$ cat src/rtl/alu_mul_seq_if.sv
// Request/response bundle for the sequential shift-add multiplier.
// With ALU_MUL_SEQ_SIGNED_EN defined, the bundle also carries signed_i.
interface alu_mul_seq_if;
  logic        start_i;
  logic [31:0] src_a_i;
  logic [31:0] src_b_i;
`ifdef ALU_MUL_SEQ_SIGNED_EN
  logic        signed_i;
`endif
  logic        busy_o;
  logic        done_o;
  logic [63:0] product_o;
  logic        zero_o;

  // Requester side
  modport master (
    output start_i,
    output src_a_i,
    output src_b_i,
`ifdef ALU_MUL_SEQ_SIGNED_EN
    output signed_i,
`endif
    input  busy_o,
    input  done_o,
    input  product_o,
    input  zero_o
  );

  // Multiplier side
  modport slave (
    input  start_i,
    input  src_a_i,
    input  src_b_i,
`ifdef ALU_MUL_SEQ_SIGNED_EN
    input  signed_i,
`endif
    output busy_o,
    output done_o,
    output product_o,
    output zero_o
  );
endinterface

$ cat src/rtl/alu_mul_seq.sv
// Multi-cycle shift-add multiplier that time-shares one 32-bit ALU set to add.
// Produces a 64-bit unsigned product 33 cycles after accept.
// Optional feature macro: ALU_MUL_SEQ_SIGNED_EN adds signed_i and a NEG state
// (constant 34-cycle latency for every operation).
module alu_mul_seq #(
  parameter int unsigned ITER = 32
) (
  input  logic          clk_i,
  input  logic          rst_n,
  alu_mul_seq_if.slave  bus
);
  localparam int unsigned W     = 32;
  localparam int unsigned CNT_W = 6;
  localparam logic [CNT_W-1:0] CNT_LAST = CNT_W'(ITER - 1);

  typedef enum logic [1:0] {
    S_IDLE = 2'd0,
    S_RUN  = 2'd1,
    S_NEG  = 2'd2,
    S_DONE = 2'd3
  } state_t;

  state_t          state_q, state_d;
  logic [W-1:0]    mcand, mcand_d;
  logic [W-1:0]    hi, hi_d;
  logic [W-1:0]    lo, lo_d;
  logic [CNT_W-1:0] cnt, cnt_d;
  logic            busy_q, busy_d;
  logic            done_q, done_d;
  logic [2*W-1:0]  product_q;
  logic            zero_q;
`ifdef ALU_MUL_SEQ_SIGNED_EN
  logic            neg, neg_d;
`endif

  logic [W-1:0]    sum;
  logic            carry;
  logic            alu_zero_unused;
  logic            alu_ovf_unused;
  logic            unused_ok;

  // Shared adder: hi + mcand every cycle
  ALU u_alu (
    .aluSrc1   (hi),
    .aluSrc2   (mcand),
    .invertA   (1'b0),
    .invertB   (1'b0),
    .operation (2'b10),
    .result    (sum),
    .zero      (alu_zero_unused),
    .overflow  (alu_ovf_unused)
  );

  assign unused_ok = &{1'b0, alu_zero_unused, alu_ovf_unused};

  // Unsigned carry-out reconstructed from operand and sum MSBs
  assign carry = (hi[W-1] & mcand[W-1]) | ((hi[W-1] ^ mcand[W-1]) & ~sum[W-1]);

  // State register
  always_ff @(posedge clk_i or negedge rst_n) begin
    if (!rst_n) state_q <= S_IDLE;
    else        state_q <= state_d;
  end

  // Next-state logic
  always_comb begin
    state_d = state_q;
    unique case (state_q)
      S_IDLE: if (bus.start_i) state_d = S_RUN;
      S_RUN: begin
        if (cnt == CNT_LAST) begin
`ifdef ALU_MUL_SEQ_SIGNED_EN
          state_d = S_NEG;
`else
          state_d = S_DONE;
`endif
        end
      end
`ifdef ALU_MUL_SEQ_SIGNED_EN
      S_NEG:  state_d = S_DONE;
`endif
      S_DONE: state_d = S_IDLE;
      default: state_d = S_IDLE;
    endcase
  end

  // Datapath and output next values
  always_comb begin
    mcand_d = mcand;
    hi_d    = hi;
    lo_d    = lo;
    cnt_d   = cnt;
`ifdef ALU_MUL_SEQ_SIGNED_EN
    neg_d   = neg;
`endif
    unique case (state_q)
      S_IDLE: begin
        if (bus.start_i) begin
          mcand_d = bus.src_a_i;
          lo_d    = bus.src_b_i;
          hi_d    = '0;
          cnt_d   = '0;
`ifdef ALU_MUL_SEQ_SIGNED_EN
          neg_d   = 1'b0;
          if (bus.signed_i) begin
            // Magnitudes; 0x80000000 maps to itself and is treated as unsigned
            if (bus.src_a_i[W-1]) mcand_d = ~bus.src_a_i + W'(1);
            if (bus.src_b_i[W-1]) lo_d    = ~bus.src_b_i + W'(1);
            neg_d = bus.src_a_i[W-1] ^ bus.src_b_i[W-1];
          end
`endif
        end
      end
      S_RUN: begin
        if (lo[0]) {hi_d, lo_d} = {carry, sum, lo[W-1:1]};
        else       {hi_d, lo_d} = {1'b0, hi, lo[W-1:1]};
        cnt_d = cnt + CNT_W'(1);
      end
`ifdef ALU_MUL_SEQ_SIGNED_EN
      S_NEG: begin
        if (neg) {hi_d, lo_d} = ~{hi, lo} + (2*W)'(1);
      end
`endif
      default: ;
    endcase
    busy_d = (state_d != S_IDLE);
    done_d = (state_d == S_DONE);
  end

  // Datapath and registered outputs; product captured on entry to DONE
  always_ff @(posedge clk_i or negedge rst_n) begin
    if (!rst_n) begin
      mcand     <= '0;
      hi        <= '0;
      lo        <= '0;
      cnt       <= '0;
      busy_q    <= 1'b0;
      done_q    <= 1'b0;
      product_q <= '0;
      zero_q    <= 1'b1;
`ifdef ALU_MUL_SEQ_SIGNED_EN
      neg       <= 1'b0;
`endif
    end else begin
      mcand  <= mcand_d;
      hi     <= hi_d;
      lo     <= lo_d;
      cnt    <= cnt_d;
      busy_q <= busy_d;
      done_q <= done_d;
`ifdef ALU_MUL_SEQ_SIGNED_EN
      neg    <= neg_d;
`endif
      if (done_d) begin
        product_q <= {hi_d, lo_d};
        zero_q    <= ({hi_d, lo_d} == '0);
      end
    end
  end

  assign bus.busy_o    = busy_q;
  assign bus.done_o    = done_q;
  assign bus.product_o = product_q;
  assign bus.zero_o    = zero_q;
endmodule

// Single-cycle 32-bit ALU: and / or / add / set-less-than with operand inversion
module ALU (
  input  logic [31:0] aluSrc1,
  input  logic [31:0] aluSrc2,
  input  logic        invertA,
  input  logic        invertB,
  input  logic [1:0]  operation,
  output logic [31:0] result,
  output logic        zero,
  output logic        overflow
);
  logic [31:0] op_a;
  logic [31:0] op_b;
  logic [31:0] add_res;

  // Operand conditioning, adder and result select
  always_comb begin
    op_a     = invertA ? ~aluSrc1 : aluSrc1;
    op_b     = invertB ? ~aluSrc2 : aluSrc2;
    add_res  = op_a + op_b + 32'(invertB);
    overflow = (op_a[31] == op_b[31]) && (add_res[31] != op_a[31]);
    unique case (operation)
      2'b00:   result = op_a & op_b;
      2'b01:   result = op_a | op_b;
      2'b10:   result = add_res;
      default: result = {31'd0, add_res[31] ^ overflow};
    endcase
    zero = (result == 32'd0);
  end
endmodule

$ cat src/flat_wrapper.sv
// flat-port wrapper written by rule: the top's interface ports become plain ports
module alu_mul_seq_flat 
#(
  parameter int unsigned ITER = 32
)
  (clk_i, rst_n, bus_start_i, bus_src_a_i, bus_src_b_i, bus_busy_o, bus_done_o, bus_product_o, bus_zero_o);
  alu_mul_seq_if bus_i ();
  input  logic clk_i;
  input  logic rst_n;
  input wire logic [$bits(bus_i.start_i)-1:0] bus_start_i;
  input wire logic [$bits(bus_i.src_a_i)-1:0] bus_src_a_i;
  input wire logic [$bits(bus_i.src_b_i)-1:0] bus_src_b_i;
  output wire logic [$bits(bus_i.busy_o)-1:0] bus_busy_o;
  output wire logic [$bits(bus_i.done_o)-1:0] bus_done_o;
  output wire logic [$bits(bus_i.product_o)-1:0] bus_product_o;
  output wire logic [$bits(bus_i.zero_o)-1:0] bus_zero_o;
  assign bus_i.start_i = bus_start_i;
  assign bus_i.src_a_i = bus_src_a_i;
  assign bus_i.src_b_i = bus_src_b_i;
  assign bus_busy_o = bus_i.busy_o;
  assign bus_done_o = bus_i.done_o;
  assign bus_product_o = bus_i.product_o;
  assign bus_zero_o = bus_i.zero_o;
  alu_mul_seq #(.ITER(ITER)) u_core (.clk_i(clk_i), .rst_n(rst_n), .bus(bus_i));
endmodule
$ cat config.mk
export PLATFORM = sky130hd
export DESIGN_NAME = alu_mul_seq_flat
export DESIGN_NICKNAME = d
export VERILOG_FILES = /design/src/rtl/alu_mul_seq_if.sv /design/src/rtl/alu_mul_seq.sv /design/src/flat_wrapper.sv
export SDC_FILE = /design/constraint.sdc
export NUM_CORES = 1
export LEC_CHECK = 0
export CAP_MARGIN = 20
export CELL_PAD_IN_SITES_DETAIL_PLACEMENT = 1
export CELL_PAD_IN_SITES_GLOBAL_PLACEMENT = 2
export CORE_MARGIN = 4
export CORE_UTILIZATION = 30
export CTS_BUF_LIST = sky130_fd_sc_hd__clkbuf_2 sky130_fd_sc_hd__clkbuf_4 sky130_fd_sc_hd__clkbuf_8
export CTS_CLUSTER_DIAMETER = 50
export DETAILED_ROUTE_END_ITERATION = 16
export PLACE_DENSITY = 0.69
export SLEW_MARGIN = 20
export SYNTH_ARGS = -nofsm -noshare
export SYNTH_HDL_FRONTEND = slang
export SYNTH_HIERARCHICAL = 1
export SYNTH_SLANG_ARGS = --single-unit
$ cat constraint.sdc
create_clock -name clk_i -period 11.5 [get_ports clk_i]
set_clock_uncertainty 0.1 [all_clocks]
set_input_delay 2.3 -clock clk_i [delete_from_list [all_inputs] [get_ports clk_i]]
set_output_delay 2.3 -clock clk_i [all_outputs]
set_load 0.02 [all_outputs]
* Word-level counts from Yosys, hierarchy flattened
Cells that the tools add are included. Widths: inputs -> output; s select.
Word-level totals: flip-flop bits (word level) 171, word-level logic and storage cells 37, output and inout port bits 67, input bits 67
Operators by class: reduce and logical (&&, ||, !) cells 6, muxes and demuxes 11, add/sub/neg operators 2, eq/ne operators 4, bitwise logic cells 5
Operators with widths (number):
- $mux 32 | 4
- $pmux 32 s2 | 2
- $logic_not 64->1 | 1
- $add 32x32->32 | 1
- $pmux 6 s2 | 1
- $add 6x1->6 const B | 1
- $eq 6x5->1 const B | 1
- $mux 6 | 1
- $mux 2 | 2
- $pmux 2 s2 | 1
- $reduce_and 2->1 | 2
- $reduce_bool 2->1 | 2
- $and 1x1->1 | 2
- $eq 2x1->1 const B | 1
- $eq 2x2->1 const B | 1
- $logic_not 2->1 | 1
- $ne 2x2->1 const B | 1
- $not 1->1 | 1
- $or 1x1->1 | 1
- $xor 1x1->1 | 1

* Depth between registers and ports, before layout
Gate-level depths: netlist (run 1).
word-level depth 7, depth in mapped cells 19, mapped depth without buffers 17

* Modules after synthesis
Netlist (run 1), hierarchy kept.
Modules (own cells, without submodules):
- alu_mul_seq | area an instance 7546.0 sq um, cells an instance 724, times used 1
- ALU | area an instance 4113.9 sq um, cells an instance 590, times used 1

* Least setup slack after synthesis (run 1)
Ideal clock, no wire load.
path type input to register, start input port bus_start_i, end register u_core.zero_q (netlist: u_core/bus.zero_o), buffers on the path 2, arrival time 3.993 ns, slack 7.346 ns, required time 11.339 ns, setup time 0.061 ns, stages 8, cells stage by stage buf_4 -> o21bai_4 -> buf_6 -> a221o_1 -> nand4_1 -> or4_1 -> nor4_1 -> a32o_2
Between the ends: word-level cells in the longest chain between the ends 3
Ends and longest elaborated chain:
- from (decl) | line flat_wrapper.sv:10 | input wire logic [$bits(bus_i.start_i)-1:0] bus_start_i;
- $mux 32 or $mux 2 (tied branches) | line alu_mul_seq.sv:98, alu_mul_seq.sv:69
- $pmux 32 s2 or $pmux 2 s2 (tied branches) | line alu_mul_seq.sv:96, alu_mul_seq.sv:68
- $logic_not 64->1 or $eq 2x2->1 (tied branches) | line alu_mul_seq.sv:156, alu_mul_seq.sv:127
- to (signal assigned) | line alu_mul_seq.sv:156 | zero_q <= ({hi_d, lo_d} == '0);
- to (decl) | line alu_mul_seq.sv:31 | logic zero_q;
Several ways; a longest one is shown, not always the timed one. A chain may end at the register's enable or synchronous reset.

* Final worst setup path (run 1)
Ends and elaborated chain as after synthesis.

==> flow_metrics.env, run 1 <==
export IMPL_status="finished clean"
export IMPL_busiest_layer="met2"
export IMPL_avgRoutedWirePerCell_um=19.4
export IMPL_slowest_stage="o21bai_4"
export IMPL_dieHeight_um=203
export IMPL_synth_area_per_cell_um2=8.93
export IMPL_met3_usage_pct=3.63
export IMPL_cts_clk_slew_worst_paths_ns=0.10
export IMPL_dp_cells=1854
export IMPL_drt_wl_total_um=36500
export IMPL_row_count=71
export IMPL_ir_drop_uv=109
export IMPL_cts_setup_buffers=0
export IMPL_ys_warn_count=6
export IMPL_fp_dieW_um=203
export IMPL_drc_errors=0
export IMPL_cts_tree="built"
export IMPL_drtAntennaViolNets=0
export IMPL_slew_violations=0
export IMPL_grt_pass1_wl_um=58100
export IMPL_core_area_um2=37600
export IMPL_num_vias=9301
export IMPL_numCtsBuffers=17
export IMPL_cts_sinks=171
export IMPL_synthCells=1277
export IMPL_htree_levels=4
export IMPL_syn_area_um2=11400
export IMPL_use_met1_pct=24.1
export IMPL_num_antenna_cells=0
export IMPL_p_leak_nw=6.32
export IMPL_dp_hpwl_um=27400
export IMPL_cp_arrival_ns=5.53
export IMPL_ff2ff_setup_slack_ns=6.68
export IMPL_timing_final_crit_period_ns=5.19
export IMPL_worstMarginPinSlew_ns=0.861
export IMPL_drt_vias_per_instance=4.93
export IMPL_setup_viol=0
export IMPL_power_density_nw_per_um2=304
export IMPL_area_growth_syn_to_layout_pct=17.9
export IMPL_clockRootBuffer="clkbuf_8"
export IMPL_relSlewSlack_pct=42.6
export IMPL_grt_max_degree=70
export IMPL_worstPathMaxFanout=38
export IMPL_nets=1497
export IMPL_antenna_found_initial=0
export IMPL_worstPathCellList="clkdlybuf4s50_1 > buf_4 > o21bai_4 > buf_4 > a221o_1 > nand4_1 > or4_1 > nor4_1 > a32o_2"
export IMPL_globalplace_congestion=0.821
export IMPL_crit_buf_inv=3
export IMPL_drt_pass1_iterations=4
export IMPL_start_util_pct=30.3
export IMPL_rsz0062_at_grt="no"
export IMPL_hold_path_class="reg2reg"
export IMPL_cts_path_max_buffers=2
export IMPL_io_buffers=133
export IMPL_setup_tns_ns=0
export IMPL_cap_violations=0
export IMPL_startpoint_type="input pin"
export IMPL_clk_latency_ns=0.49
export IMPL_drtIter0Drc=396
export IMPL_dieArea_um2=41200
export IMPL_period_share_pct=45.1
export IMPL_cts_hold_buffers=0
export IMPL_grt_usage_pct=17.8
export IMPL_required_ns=11.84
export IMPL_worstSetupPathType="in2reg"
export IMPL_top_level_ports=134
export IMPL_hold_viol_final=0
export IMPL_grt_pass1_vias=9866
export IMPL_cp_top_family="buffers and inverters"
export IMPL_cts_resized=0
export IMPL_use_met2_pct=29.9
export IMPL_layout_cells_non_filler=1887
export IMPL_cp_common_cell="buf_4"
export IMPL_crit_path_max_incr_delay_ns=0.56
export IMPL_fmax_mhz=193
export IMPL_drive_gt1_share_pct=8.07
export IMPL_overflow=0
export IMPL_end_kind="register"
routing by layer:
layer	vias to the layer above	wire (µm)
met3	16	1310
li1	4527	-
met2	110	17600
met4	0	372
met1	4648	17200
met5	-	0
power breakdown:
part | total (mW) | switching [mW] | internal, mW | leakage, nW
registers | 1.09 | 0.222 | 0.868 | 1.94
logic | 2.55 | 1.50 | 1.05 | 4.19
clock network | 0.448 | 0.248 | 0.199 | 0.191
cell usage in the layout, fill, tap and decap left out, types with 14 or more instances in the layout:
cell               n
nand2_1          195
dfrtp_1          167
clkdlybuf4s50_1  132
inv_1            128
o21ai_0           88
xor2_1            69
ha_1              66
nor2_1            63
mux2i_1           39
a21oi_1           35
mux2_2            35
a21o_1            28
nor3_1            22
nand4_1           19
o22ai_1           18
clkbuf_8          17
nor4b_1           17
a221o_1           16
xnor2_1           14
flip-flops by register name (all words and copies together) (netlist names):
signal and cells:
u_core/bus.zero_o 1, u_core/cnt 6, u_core/state_q 2, u_core/mcand 32
u_core/hi 32, u_core/bus.product_o 64, u_core/bus.busy_o 1, u_core/lo 32
u_core/bus.done_o 1
path summary, 6_finish.rpt:
check / start / cells after the start / to
max: bus_start_i / 9 / u_core/bus.zero_o$_DFFE_PN1P_
min: u_core/cnt[5]$_DFFE_PN0P_ / 1 / u_core/cnt[5]$_DFFE_PN0P_
max reg2reg: u_core/hi[0]$_DFF_PN0_ / 17 / u_core/bus.zero_o$_DFFE_PN1P_
min reg2reg: u_core/cnt[5]$_DFFE_PN0P_ / 1 / u_core/cnt[5]$_DFFE_PN0P_
max in group asynchronous: rst_n / 3 / u_core/lo[0]$_DFF_PN0_
min in group asynchronous: rst_n / 1 / u_core/lo[23]$_DFF_PN0_
cell type report:
cell class,count,area (µm²)
multi-input cells,899,6190
well taps,511,639
inverters,130,488
repair buffers,144,1440
clock inverters,14,160
flip-flops and latches,171,4280
fillers,4397,24100
clock buffers,18,241
through the flow:
step                      hold slack (ns)  power, mW  worst slack [ns]  utilization [%]  instance area (µm²)
after floorplan                     0.332       2.86              7.35                -                11400
after global placement              0.361       3.62              5.85             34.6                13000
after detailed placement            0.362       3.65              5.71             34.6                13000
after CTS                           0.390       4.12              6.28             35.7                13400
after global routing                0.405       4.46              6.11             35.8                13400
final                               0.387       4.08              6.31             35.8                13400
(Power assumes the default switching activity.)
==> run 2: changes to the inputs <==
--- a/config.mk
+++ b/config.mk
@@ -13,7 +13,7 @@
 export CTS_BUF_LIST = sky130_fd_sc_hd__clkbuf_2 sky130_fd_sc_hd__clkbuf_4 sky130_fd_sc_hd__clkbuf_8
 export CTS_CLUSTER_DIAMETER = 50
 export DETAILED_ROUTE_END_ITERATION = 16
-export PLACE_DENSITY = 0.69
+export PLACE_DENSITY = 0.71
 export SLEW_MARGIN = 20
 export SYNTH_ARGS = -nofsm -noshare
 export SYNTH_HDL_FRONTEND = slang
==> constraint.sdc (replaced) <==
create_clock -name clk_i -period 4.7 [get_ports clk_i]
set_clock_uncertainty 0.1 [all_clocks]
set_input_delay 0.94 -clock clk_i [delete_from_list [all_inputs] [get_ports clk_i]]
set_output_delay 0.94 -clock clk_i [all_outputs]
set_load 0.02 [all_outputs]
==> run 2 against run 1 <==
  * Worst setup slack got worse by 6.0 ns
  * Total power is 150% higher
  * Sequential share of layout area fell by 0.19 points
  * Die area unchanged
  * Non-clock buffer count up 12
  * Final area up 0.60%
  * Critical path depth grew 9
  * Clock power increased by 130%
  * Final cell count up 0.64%
  * Sequential cell count unchanged
  * Register-to-register slack got worse by 6.4 ns
  * Sequential power grew to 2.5 times the previous value
==> flow_metrics.env, run 2 (same netlist as run 1, synthesis figures left out) <==
export IMPL_status="finished clean"
export IMPL_cap_violations=0
export IMPL_worstSetupPathType="reg2reg"
export IMPL_hold_viol_final=0
export IMPL_area_growth_syn_to_layout_pct=18.6
export IMPL_drt_wl_total_um=38500
export IMPL_grt_pass1_wl_um=61100
export IMPL_drtIter0Drc=380
export IMPL_p_clk_share_pct=9.9
export IMPL_core_area_um2=37600
export IMPL_r2r_start="u_core/hi[0]$_DFF_PN0_"
export IMPL_dp_hpwl_um=29100
export IMPL_fmax_mhz=227
export IMPL_worstSetupStartpoint="u_core/hi[0]$_DFF_PN0_"
export IMPL_worstPathMaxFanout=5
export IMPL_nets=1509
export IMPL_final_cell_mix="nand2_1 (195), dfrtp_1 (167), clkdlybuf4s50_1 (132)"
export IMPL_setup_viol=0
export IMPL_ir_drop_uv=235
export IMPL_startpoint_type="register"
export IMPL_drc_errors=0
export IMPL_start_util_pct=30.3
export IMPL_fp_dieW_um=203
export IMPL_grt_pass1_vias=10200
export IMPL_worstMarginPinSlew_ns=0.865
export IMPL_dieHeight_um=203
export IMPL_fin_util_pct=36.0
export IMPL_numCtsBuffers=17
export IMPL_area_sequential_um2=4280
export IMPL_p_comb_share_pct=63.1
export IMPL_min_from="u_core/cnt[5]$_DFFE_PN0P_"
export IMPL_cp_arrival_ns=4.74
export IMPL_dp_cells=1865
export IMPL_num_vias=9639
export IMPL_io_buffers=133
export IMPL_layout_cells_non_filler=1899
export IMPL_ff2ff_setup_slack_ns=0.30
export IMPL_multiInputGateArea_um2=6210
export IMPL_relSlewSlack_pct=42.3
export IMPL_whs_ns=0.376
export IMPL_power_density_nw_per_um2=751
export IMPL_hold_path_class="reg2reg"
export IMPL_overflow=0
export IMPL_p_leak_nw=6.38
export IMPL_cts_tree="built"
export IMPL_required_ns=5.04
export IMPL_cts_sinks=171
export IMPL_power_frac_seq_pct=27.0
export IMPL_cts_hold_buffers=0
export IMPL_swShare_pct=48.9
export IMPL_grt_usage_pct=18.8
export IMPL_timing_final_crit_period_ns=4.40
export IMPL_r2r_end="u_core/bus.zero_o$_DFFE_PN1P_"
export IMPL_num_antenna_cells=0
export IMPL_clk_latency_ns=0.49
export IMPL_largest_reg_flops=64
export IMPL_clockRootBuffer="clkbuf_8"
export IMPL_top_level_ports=134
export IMPL_antenna_found_initial=1
export IMPL_final_common_cell="nand2_1"
export IMPL_power_switching_mw=4.97
export IMPL_grt_max_degree=76
export IMPL_row_count=71
export IMPL_globalplace_congestion=0.867
export IMPL_drt_pass1_iterations=5
export IMPL_slew_violations=0
export IMPL_dieArea_um2=41200
export IMPL_htree_levels=4
export IMPL_cts_path_max_buffers=2
export IMPL_power_mw=10.2
export IMPL_setup_tns_ns=0
export IMPL_drtAntennaViolNets=0
export IMPL_avgRoutedWirePerCell_um=20.3
export IMPL_rsz0062_at_grt="no"
export IMPL_end_kind="register"
export IMPL_drt_vias_per_instance=5.08
export IMPL_drive_gt1_share_pct=9.08
export IMPL_min_path_cells=1
export IMPL_p_int_mw=5.19
export IMPL_n_fill_cell=4375
export IMPL_hold_path_endpoint="u_core/cnt[5]$_DFFE_PN0P_"
export IMPL_ff2ff_path_depth=18
export IMPL_period_share_pct=93.5
export IMPL_cts_clk_slew_worst_paths_ns=0.11
## run 2: final cells by class
| cell class | instances | area share [%] |
|---|---|---|
| repair buffers | 156 | 11.3 |
| flip-flops and latches | 171 | 31.7 |
| inverters | 130 | 3.61 |
| multi-input cells | 899 | 45.9 |
| well taps | 511 | 4.73 |
| clock inverters | 13 | 0.796 |
| clock buffers | 19 | 1.93 |
## run 2: through the flow
step	setup WS (ns)	cell area [µm²]
finish	0.304	13500
global route	0.00362	13500
CTS	0.319	13500
detailed placement	0.351	13100
global placement	0.397	13100
floorplan	0.804	11400
## run 2: worst max-delay path, stage by stage (launching register included)
cell and delay (ns):
dfrtp_1 0.44, xnor2_2 0.22, a21oi_1 0.12, fa_1 0.43, a211o_1 0.36, a41o_4 0.32, a22o_4 0.26, nor4_2 0.21
buf_4 0.16, nor4b_1 0.05, or3_1 0.36, nand3_1 0.08, o21ai_0 0.16, nor4b_2 0.30, nand2_1 0.07, o21ai_0 0.07
a21oi_1 0.12, nor4_1 0.30, a32o_2 0.21
## run 2: routing by layer
metal  GRT usage [%]  share of wire, %  vias up
li1                -                 -     4559
met1            25.0                46     4847
met2            31.0                48      187
met3            3.83               4.2       44
met4            5.92               2.4        2
met5               0             0.021        -
## run 2: power by group through the flow
stage / Sequential, mW / Clock, mW / Combinational [mW]
after floorplan: 2.78 / 0 / 4.21
after global placement: 2.77 / 0 / 6.24
after detailed placement: 2.78 / 0 / 6.32
after CTS: 2.75 / 1.07 / 6.36
after global routing: 2.84 / 1.13 / 7.07
final: 2.74 / 1.01 / 6.41
## run 2: worst max-delay path by stage
stage	to	slack (ns)	cells after the start
2_1_floorplan	u_core/bus.zero_o$_DFFE_PN1P_	0.80	17
3_3_place_gp	u_core/bus.zero_o$_DFFE_PN1P_	0.40	17
3_5_place_dp	u_core/bus.zero_o$_DFFE_PN1P_	0.35	17
4_1_cts	u_core/bus.zero_o$_DFFE_PN1P_	0.32	18
5_1_grt	u_core/bus.zero_o$_DFFE_PN1P_	0.004	16
6_report	u_core/bus.zero_o$_DFFE_PN1P_	0.30	18
## run 2: timing repair
item | 4_1_cts | 5_1_grt
buffers inserted | 0 | 2
endpoints found under the setup margin | 0 | 1
gates resized for setup | 0 | 3
==> run 3: changes to the inputs <==
--- a/config.mk
+++ b/config.mk
@@ -14,6 +14,7 @@
 export CTS_CLUSTER_DIAMETER = 50
 export DETAILED_ROUTE_END_ITERATION = 16
 export PLACE_DENSITY = 0.71
+export SKIP_CTS_REPAIR_TIMING = 1
 export SLEW_MARGIN = 20
 export SYNTH_ARGS = -nofsm -noshare
 export SYNTH_HDL_FRONTEND = slang
==> results of run 3 <==
No change in the layout: final DEF, timing and power equal those of run 2.
